===== src/rtl/mc_pkg.sv =====
// rtl/mc_pkg.sv - multicycle controller state encodings, mux select codes and control word
package mc_pkg;

  typedef enum logic [3:0] {
    S_FETCH    = 4'd0,
    S_DECODE   = 4'd1,
    S_MEMADR   = 4'd2,
    S_MEMREAD  = 4'd3,
    S_MEMWB    = 4'd4,
    S_MEMWRITE = 4'd5,
    S_EXECUTER = 4'd6,
    S_EXECUTEI = 4'd7,
    S_ALUWB    = 4'd8,
    S_BRANCH   = 4'd9
  } state_t;

  localparam logic [1:0] SRCA_REG     = 2'b00;
  localparam logic [1:0] SRCA_PC      = 2'b01;

  localparam logic [1:0] SRCB_REG     = 2'b00;
  localparam logic [1:0] SRCB_IMM     = 2'b01;
  localparam logic [1:0] SRCB_FOUR    = 2'b10;

  localparam logic [1:0] RES_ALUOUT   = 2'b00;
  localparam logic [1:0] RES_READDATA = 2'b01;
  localparam logic [1:0] RES_ALU      = 2'b10;

  localparam logic [1:0] OP_DP        = 2'b00;
  localparam logic [1:0] OP_MEM       = 2'b01;
  localparam logic [1:0] OP_BR        = 2'b10;
  localparam logic [1:0] OP_UNDEF     = 2'b11;

  typedef struct packed {
    logic       irwrite;
    logic       nextpc;
    logic       regw;
    logic       memw;
    logic       branch;
    logic       adrsrc;
    logic [1:0] alusrca;
    logic [1:0] alusrcb;
    logic [1:0] resultsrc;
    logic       aluop;
    logic       instrdone;
  } ctrl_t;

  localparam ctrl_t CTRL_IDLE = '0;

endpackage


===== src/rtl/main_fsm_if.sv =====
// rtl/main_fsm_if.sv - controller <-> datapath/memory signal bundle
interface main_fsm_if;

  logic [1:0] Op;
  logic [5:0] Funct;
  logic       MemReady;

  logic       IRWrite;
  logic       NextPC;
  logic       RegW;
  logic       MemW;
  logic       Branch;
  logic       AdrSrc;
  logic [1:0] ALUSrcA;
  logic [1:0] ALUSrcB;
  logic [1:0] ResultSrc;
  logic       ALUOp;
  logic       InstrDone;
  logic       Undef;
  logic [3:0] State;

  modport master (
    input  Op, Funct, MemReady,
    output IRWrite, NextPC, RegW, MemW, Branch, AdrSrc,
    output ALUSrcA, ALUSrcB, ResultSrc, ALUOp, InstrDone, Undef, State
  );

  modport slave (
    output Op, Funct, MemReady,
    input  IRWrite, NextPC, RegW, MemW, Branch, AdrSrc,
    input  ALUSrcA, ALUSrcB, ResultSrc, ALUOp, InstrDone, Undef, State
  );

endinterface


===== src/rtl/main_fsm_outdec.sv =====
// rtl/main_fsm_outdec.sv - Moore output decode from state (plus memory handshake qualification)
module main_fsm_outdec
  import mc_pkg::*;
(
  input  logic [3:0] State,
  input  logic       MemReady,
  input  logic       reset,
  output ctrl_t      ctrl
);

  always_comb begin
    ctrl = CTRL_IDLE;
    case (State)
      S_FETCH: begin
        ctrl.irwrite   = MemReady;
        ctrl.nextpc    = MemReady;
        ctrl.alusrca   = SRCA_PC;
        ctrl.alusrcb   = SRCB_FOUR;
        ctrl.resultsrc = RES_ALU;
      end
      S_DECODE: begin
        ctrl.alusrca   = SRCA_PC;
        ctrl.alusrcb   = SRCB_FOUR;
        ctrl.resultsrc = RES_ALU;
      end
      S_MEMADR: begin
        ctrl.alusrca   = SRCA_REG;
        ctrl.alusrcb   = SRCB_IMM;
      end
      S_MEMREAD: begin
        ctrl.adrsrc    = 1'b1;
        ctrl.resultsrc = RES_ALUOUT;
      end
      S_MEMWRITE: begin
        ctrl.adrsrc    = 1'b1;
        ctrl.resultsrc = RES_ALUOUT;
        ctrl.memw      = 1'b1;
        ctrl.instrdone = MemReady;
      end
      S_MEMWB: begin
        ctrl.resultsrc = RES_READDATA;
        ctrl.regw      = 1'b1;
        ctrl.instrdone = 1'b1;
      end
      S_EXECUTER: begin
        ctrl.alusrca   = SRCA_REG;
        ctrl.alusrcb   = SRCB_REG;
        ctrl.aluop     = 1'b1;
      end
      S_EXECUTEI: begin
        ctrl.alusrca   = SRCA_REG;
        ctrl.alusrcb   = SRCB_IMM;
        ctrl.aluop     = 1'b1;
      end
      S_ALUWB: begin
        ctrl.resultsrc = RES_ALUOUT;
        ctrl.regw      = 1'b1;
        ctrl.instrdone = 1'b1;
      end
      S_BRANCH: begin
        ctrl.alusrca   = SRCA_REG;
        ctrl.alusrcb   = SRCB_IMM;
        ctrl.resultsrc = RES_ALU;
        ctrl.branch    = 1'b1;
        ctrl.instrdone = 1'b1;
      end
      default: ctrl = CTRL_IDLE;
    endcase

    // State is already FETCH during reset; only the strobes need gating.
    if (!reset) begin
      ctrl.irwrite   = 1'b0;
      ctrl.nextpc    = 1'b0;
      ctrl.regw      = 1'b0;
      ctrl.memw      = 1'b0;
      ctrl.branch    = 1'b0;
      ctrl.instrdone = 1'b0;
    end
  end

endmodule


===== src/rtl/main_fsm.sv =====
// rtl/main_fsm.sv - multicycle processor main controller: state register and next-state logic
module main_fsm
  import mc_pkg::*;
(
  input  logic       clk,
  input  logic       reset,
  main_fsm_if.master bus
);

  state_t state;
  state_t state_next;
  ctrl_t  ctrl;
  logic   unused_funct;

  always_ff @(posedge clk or negedge reset) begin
    if (!reset) begin
      state <= S_FETCH;
    end else begin
      state <= state_next;
    end
  end

  // Op/Funct are only looked at in DECODE and MEMADR.
  always_comb begin
    state_next = S_FETCH;
    case (state)
      S_FETCH:    state_next = bus.MemReady ? S_DECODE : S_FETCH;
      S_DECODE: begin
        case (bus.Op)
          OP_MEM:  state_next = S_MEMADR;
          OP_DP:   state_next = bus.Funct[5] ? S_EXECUTEI : S_EXECUTER;
          OP_BR:   state_next = S_BRANCH;
          default: state_next = S_FETCH;
        endcase
      end
      S_MEMADR:   state_next = bus.Funct[0] ? S_MEMREAD : S_MEMWRITE;
      S_MEMREAD:  state_next = bus.MemReady ? S_MEMWB : S_MEMREAD;
      S_MEMWRITE: state_next = bus.MemReady ? S_FETCH : S_MEMWRITE;
      S_EXECUTER: state_next = S_ALUWB;
      S_EXECUTEI: state_next = S_ALUWB;
      S_ALUWB:    state_next = S_FETCH;
      S_MEMWB:    state_next = S_FETCH;
      S_BRANCH:   state_next = S_FETCH;
      default:    state_next = S_FETCH;
    endcase
  end

  main_fsm_outdec u_outdec (
    .State    (state),
    .MemReady (bus.MemReady),
    .reset    (reset),
    .ctrl     (ctrl)
  );

  assign bus.IRWrite   = ctrl.irwrite;
  assign bus.NextPC    = ctrl.nextpc;
  assign bus.RegW      = ctrl.regw;
  assign bus.MemW      = ctrl.memw;
  assign bus.Branch    = ctrl.branch;
  assign bus.AdrSrc    = ctrl.adrsrc;
  assign bus.ALUSrcA   = ctrl.alusrca;
  assign bus.ALUSrcB   = ctrl.alusrcb;
  assign bus.ResultSrc = ctrl.resultsrc;
  assign bus.ALUOp     = ctrl.aluop;
  assign bus.InstrDone = ctrl.instrdone;
  assign bus.Undef     = reset && (state == S_DECODE) && (bus.Op == OP_UNDEF);
  assign bus.State     = state;

  assign unused_funct  = ^bus.Funct[4:1];

endmodule


===== src/flat_wrapper.sv =====
// flat-port wrapper written by rule: the top's interface ports become plain ports
module main_fsm_flat import mc_pkg::*;
  (clk, reset, bus_Op, bus_Funct, bus_MemReady, bus_IRWrite, bus_NextPC, bus_RegW, bus_MemW, bus_Branch, bus_AdrSrc, bus_ALUSrcA, bus_ALUSrcB, bus_ResultSrc, bus_ALUOp, bus_InstrDone, bus_Undef, bus_State);
  main_fsm_if bus_i ();
  input  logic clk;
  input  logic reset;
  input wire logic [$bits(bus_i.Op)-1:0] bus_Op;
  input wire logic [$bits(bus_i.Funct)-1:0] bus_Funct;
  input wire logic [$bits(bus_i.MemReady)-1:0] bus_MemReady;
  output wire logic [$bits(bus_i.IRWrite)-1:0] bus_IRWrite;
  output wire logic [$bits(bus_i.NextPC)-1:0] bus_NextPC;
  output wire logic [$bits(bus_i.RegW)-1:0] bus_RegW;
  output wire logic [$bits(bus_i.MemW)-1:0] bus_MemW;
  output wire logic [$bits(bus_i.Branch)-1:0] bus_Branch;
  output wire logic [$bits(bus_i.AdrSrc)-1:0] bus_AdrSrc;
  output wire logic [$bits(bus_i.ALUSrcA)-1:0] bus_ALUSrcA;
  output wire logic [$bits(bus_i.ALUSrcB)-1:0] bus_ALUSrcB;
  output wire logic [$bits(bus_i.ResultSrc)-1:0] bus_ResultSrc;
  output wire logic [$bits(bus_i.ALUOp)-1:0] bus_ALUOp;
  output wire logic [$bits(bus_i.InstrDone)-1:0] bus_InstrDone;
  output wire logic [$bits(bus_i.Undef)-1:0] bus_Undef;
  output wire logic [$bits(bus_i.State)-1:0] bus_State;
  assign bus_i.Op = bus_Op;
  assign bus_i.Funct = bus_Funct;
  assign bus_i.MemReady = bus_MemReady;
  assign bus_IRWrite = bus_i.IRWrite;
  assign bus_NextPC = bus_i.NextPC;
  assign bus_RegW = bus_i.RegW;
  assign bus_MemW = bus_i.MemW;
  assign bus_Branch = bus_i.Branch;
  assign bus_AdrSrc = bus_i.AdrSrc;
  assign bus_ALUSrcA = bus_i.ALUSrcA;
  assign bus_ALUSrcB = bus_i.ALUSrcB;
  assign bus_ResultSrc = bus_i.ResultSrc;
  assign bus_ALUOp = bus_i.ALUOp;
  assign bus_InstrDone = bus_i.InstrDone;
  assign bus_Undef = bus_i.Undef;
  assign bus_State = bus_i.State;
  main_fsm u_core (.clk(clk), .reset(reset), .bus(bus_i));
endmodule

===== config.mk =====
export PLATFORM = sky130hd
export DESIGN_NAME = main_fsm_flat
export DESIGN_NICKNAME = d
export VERILOG_FILES = /design/src/rtl/mc_pkg.sv /design/src/rtl/main_fsm_if.sv /design/src/rtl/main_fsm_outdec.sv /design/src/rtl/main_fsm.sv /design/src/flat_wrapper.sv
export SDC_FILE = /design/constraint.sdc
export NUM_CORES = 1
export LEC_CHECK = 0
export CORE_UTILIZATION = 30
export DETAILED_ROUTE_END_ITERATION = 12
export GPL_TIMING_DRIVEN = 0
export PLACE_DENSITY = 0.73
export SYNTH_ARGS = -nofsm -noshare
export SYNTH_HDL_FRONTEND = slang
export SYNTH_SLANG_ARGS = --single-unit

===== constraint.sdc =====
create_clock -name clk -period 1.3 [get_ports clk]
set_input_delay 0.26 -clock clk [delete_from_list [all_inputs] [get_ports clk]]
set_output_delay 0.26 -clock clk [all_outputs]
set_load 0.03 [all_outputs]

# After elaboration in Yosys (flattened, before gate mapping)
# Cells that the tools add are included.
# classes
muxes	18
n_reduce_logical	11
eq_ne	12
# ops
cell	count
one-hot mux 4 bit (6 select lines)	1
equality test 4 x 3 -> 1 bit, second input constant	4
one-hot mux 4 bit (3 select lines)	1
2-to-1 mux 3 bit	3
OR reduction 3 bit	3
equality test 4 x 2 -> 1 bit, second input constant	2
equality test 4 bit, second input constant	2
2-to-1 mux 1 bit	8
OR reduction 2 bit	4
one-hot mux 3 bit (2 select lines)	1
2-to-1 mux 5 bit	1
equality test 2 bit, second input constant	2
equality test 4 x 1 -> 1 bit, second input constant	1
logical NOT 4 bit	1
one-hot mux 2 bit (2 select lines)	1
equality test 2 x 1 -> 1 bit, second input constant	1
logical AND 1 bit	2
logical NOT 2 bit	1
2-to-1 mux 2 bit	1
one-hot mux 1 bit (2 select lines)	1
# totals
register_bits	4
out_inout_bits	19
in_bits	11
elab_cells	42

# Longest topological paths before layout
# depth
ltp_word	4
ltp_mapped	5
depth_no_buf	3

# Modules after synthesis
# A second synthesis with hierarchy kept.
# unflattened
hier_cells	56
area_unflattened_um2	459.2
# by_module_without_submodules
mod	seq_area_each_um2	cells_per_inst	area_per_inst_um2	instances
main_fsm	100.1	25	244.0	1
main_fsm_outdec	0.0	31	215.2	1

# Worst setup path before layout
# No wires, ideal clock.
# synth_timing
path_kind	reg-to-output
from	register u_core.state[2], in the netlist u_core.bus.State[2]
to	output port bus_NextPC
arrival_time_ns	2.069
path_buffers	3
path_stages_with_launch	6
path_slack_ns	-1.029
t_required_ns	1.040
cell_sequence	dfrtp_1 > buf_4 > or2_1 > buf_4 > nor3_1 > buf_4
# synth_via
elab_chain_cells	3
# synth_rtl
element	line_no	source
from (decl)	main_fsm.sv:10	state_t state;
from (signal assigned)	main_fsm.sv:19	state <= state_next;
logical NOT 4 bit	main_fsm_outdec.sv:13	case (State)
2-to-1 mux 2 bit	main_fsm_outdec.sv:13	
2-to-1 mux 5 bit	main_fsm_outdec.sv:71	if (!reset) begin
to (decl)	flat_wrapper.sv:11	output wire logic [$bits(bus_i.NextPC)-1:0] bus_NextPC;
# No other way between the ends.

# Worst setup path after layout
# layout_timing
from	input port bus_MemReady
to	output port bus_InstrDone
# layout_via
elab_chain_cells	2
# layout_rtl
element	line_no	source
from (decl)	flat_wrapper.sv:9	input wire logic [$bits(bus_i.MemReady)-1:0] bus_MemReady;
one-hot mux 1 bit (2 select lines)	main_fsm_outdec.sv:13	
2-to-1 mux 1 bit	main_fsm_outdec.sv:71	
to (decl)	flat_wrapper.sv:20	output wire logic [$bits(bus_i.InstrDone)-1:0] bus_InstrDone;
# No other way between the ends.

==> flow_summary.ini <==
[timing]
setup_viol = 17
slew_viol_final = 0
finalCritPeriodShare_pct = 139.5
fmax_ghz = 0.5513
finalSetupTns_ns = -5.713
setup_slack_ns = -0.5139
hold_violations = 0
grt_setup_unrepaired = true
period_minus_slack_ns = 1.814
skew_ns = 0.008525

[synth]
synth.area.mux_share_pct = 0
synth_cells = 55
synth_xor_area_share_pct = 4.000
yosysWarningCount = 0
syn_area_sq_um = 437.9
synthAdderAreaFrac_pct = 0
synth_compound_area_share_pct = 12.29
postSynthAreaPerCell_sq_um = 7.962
seq_area_frac_synth_pct = 22.86
syn-num-nets = 66
ys_types = 26
synth_top_family_by_area = simple AND/OR/NAND/NOR gates
ys_ff_latch = 4
yosys.area_share.simple_pct = 41.14

[run_status]
status = complete, but fails checks
violations = negative setup slack

[clocking]
clock_sinks = 4
cts_buffers = 3
hold_buffers = 0
path_clk_slew_ns = 0.04
clk_latency_ns = 0.24
htree_levels = 1
cts.root.buffer_cell = clkbuf_4
cts_max_path_buffers = 2
tritoncts = yes

[finish]
fin_cells = 114
diodes = 0
drive_gt1_share_pct = 70.71
area_growth_pct = 135.7
num-nets-final = 112
largest_reg_flops = 4

[placement]
portBuffers = 24
dp_hpwl_um = 894.1
place_congestion = 0.8368
dp.cells = 94

[drt]
drtPass1Iterations = 4
drt_iter0_drc = 12
vias_per_cell = 5.211
ant_nets = 0
wl_per_cell_um = 16.61
drc_errors = 0
vias = 594
wirelength_mm = 1.893

[power]
ir_worst_vdd_mv = 1.699
switching_share_pct = 49.46
clkPwrFrac_pct = 6.0
p_int_uw = 1388
p_sw_uw = 1359
cellPowerDensity_nw_per_um2 = 2661
seqPwrFrac_pct = 7.9
p_leak_uw = 0.0004692
p_total_uw = 2747
p_comb_share_pct = 86.1

[grt]
grt_pass1_vias = 477
grt_max_degree = 10
track_usage_pct = 21.72
grt_pass1_wl_mm = 2.214
grt_overflow = 0
antenna_found_initial = 0

[setup_path]
r2r-end = u_core.bus.State[0]
slowest_stage = clkdlybuf4s50_1
slowest_delay_ns = 0.49
crit_start = bus_MemReady
crit_path_max_fanout = 4
cp.depth = 5
cp_data_required_time_ns = 1.04
path_cells = clkdlybuf4s50_1 -> nor2b_1 -> o21ai_1 -> and3_4 -> buf_6
critPathBufInv = 2
path_delay_family = buffers and inverters
endpoint_kind = primary output
ff2ff_path_depth = 5
r2r_slack_ns = -0.28
cp-start-kind = input port
crit_type = input port to primary output
crit_end = bus_InstrDone
arrival_ns = 1.55
reg2reg_from = u_core.bus.State[1]

[flow_run]
drv_cap = 0

[floorplanning]
die_h_um = 40.21
die_area_sq_um = 1616
die_w_um = 40.21
boundaryPins = 30
start_util_pct = 32.83
core.rowCount = 13
core-area_sq_um = 1334

[hold_path]
hp-class = input port to asynchronous set/reset pin
layer usage:
metal	vias up	global-route usage, %	wire, um
li1	276	-	-
met1	281	24.16	763
met2	33	36.69	991
met3	4	4.444	107
met4	0	15.00	31
met5	-	0	0
cells by family (layout without fill, tap and decap cells):
family,Yosys count,in the layout
simple gates,28,28
buf+inv,12,56
compound gates,8,8
flops,4,4
xor+xnor,2,2
other cells,1,1
cells in the mapped netlist, drive strengths merged:
cell / count / area (sq um)
nor3b: 1 / 7.510
inv: 4 / 15.01
nand3: 3 / 15.01
nor2b: 2 / 12.51
xnor2: 1 / 8.760
buf: 8 / 67.56
a211oi: 1 / 7.510
conb: 1 / 3.750
and3: 1 / 6.260
a21o: 1 / 7.510
nor3: 7 / 45.04
nor2: 4 / 15.01
o21ai: 2 / 10.01
nand2b: 2 / 27.53
nand2: 1 / 3.750
o32ai: 1 / 8.760
or4: 1 / 7.510
xor2: 1 / 8.760
dfrtp: 4 / 100.1
a21oi: 2 / 10.01
a211o: 1 / 10.01
or2: 1 / 6.260
nor4: 3 / 18.77
or2b: 2 / 15.01
layout make-up:
type,instances,area [sq um]
Tap cell,15,18.77
Fill cell,93,301.5
Sequential cell,4,105.1
Inverter,4,18.77
Buffer,8,86.33
Multi-Input combinational cell,39,396.6
Timing Repair Buffer,41,384.1
Clock buffer,3,22.52
power by group through the flow:
stage	clock network [uW]	registers [uW]	logic, uW
global route	168	223	2480
finish	165	217	2360
CTS	151	212	2000
global placement	0	211	1700
floorplan	0	314	1100
detailed placement	0	213	1710
worst min path at each step:
| stage | endpoint | from | cells past startpoint | slack [ns] |
|---|---|---|---|---|
| global placement | u_core.bus.State[1] | reset | 1 | 0.51 |
| CTS | u_core.bus.State[1] | reset | 1 | 0.05 |
| detailed placement | u_core.bus.State[3] | reset | 1 | 0.51 |
| global route | u_core.bus.State[1] | reset | 1 | 0.07 |
| floorplan | u_core.bus.State[0] | reset | 0 | -0.04 |
| finish | u_core.bus.State[1] | reset | 1 | 0.04 |
what timing repair did:
action / CTS / global route
pin swaps: 11 / 7
endpoints found under the setup margin: 19 / 17
resized for setup: 112 / 12
buffers inserted: 10 / 7
per-stage QoR:
stage	hold slack [ns]	worst slack, ns	instance area [sq um]	util [%]
finish	0.04125	-0.5139	1032	77.39
global route	0.06948	-0.5676	1032	77.39
CTS	0.05100	-0.4473	927.1	69.51
detailed placement	0.5090	-1.034	780.7	58.54
global placement	0.5110	-1.051	780.7	58.54
floorplan	-0.03559	-0.5023	521.8	-
placed cells by master (no fill, tap or decap), types with 2 or more instances in the layout:
master,synthesis,routed
buf_6,2,21
clkdlybuf4s50_1,0,5
dfrtp_2,0,4
nor4_1,3,2
nor3_4,0,2
nor3_2,2,4
clkbuf_4,0,3
nor2_4,0,3
nand3_4,0,2
dlygate4sd2_1,0,5
inv_1,4,2
buf_4,6,16
nand2b_4,2,2
Note: power is estimated with default switching activity, not from simulation.
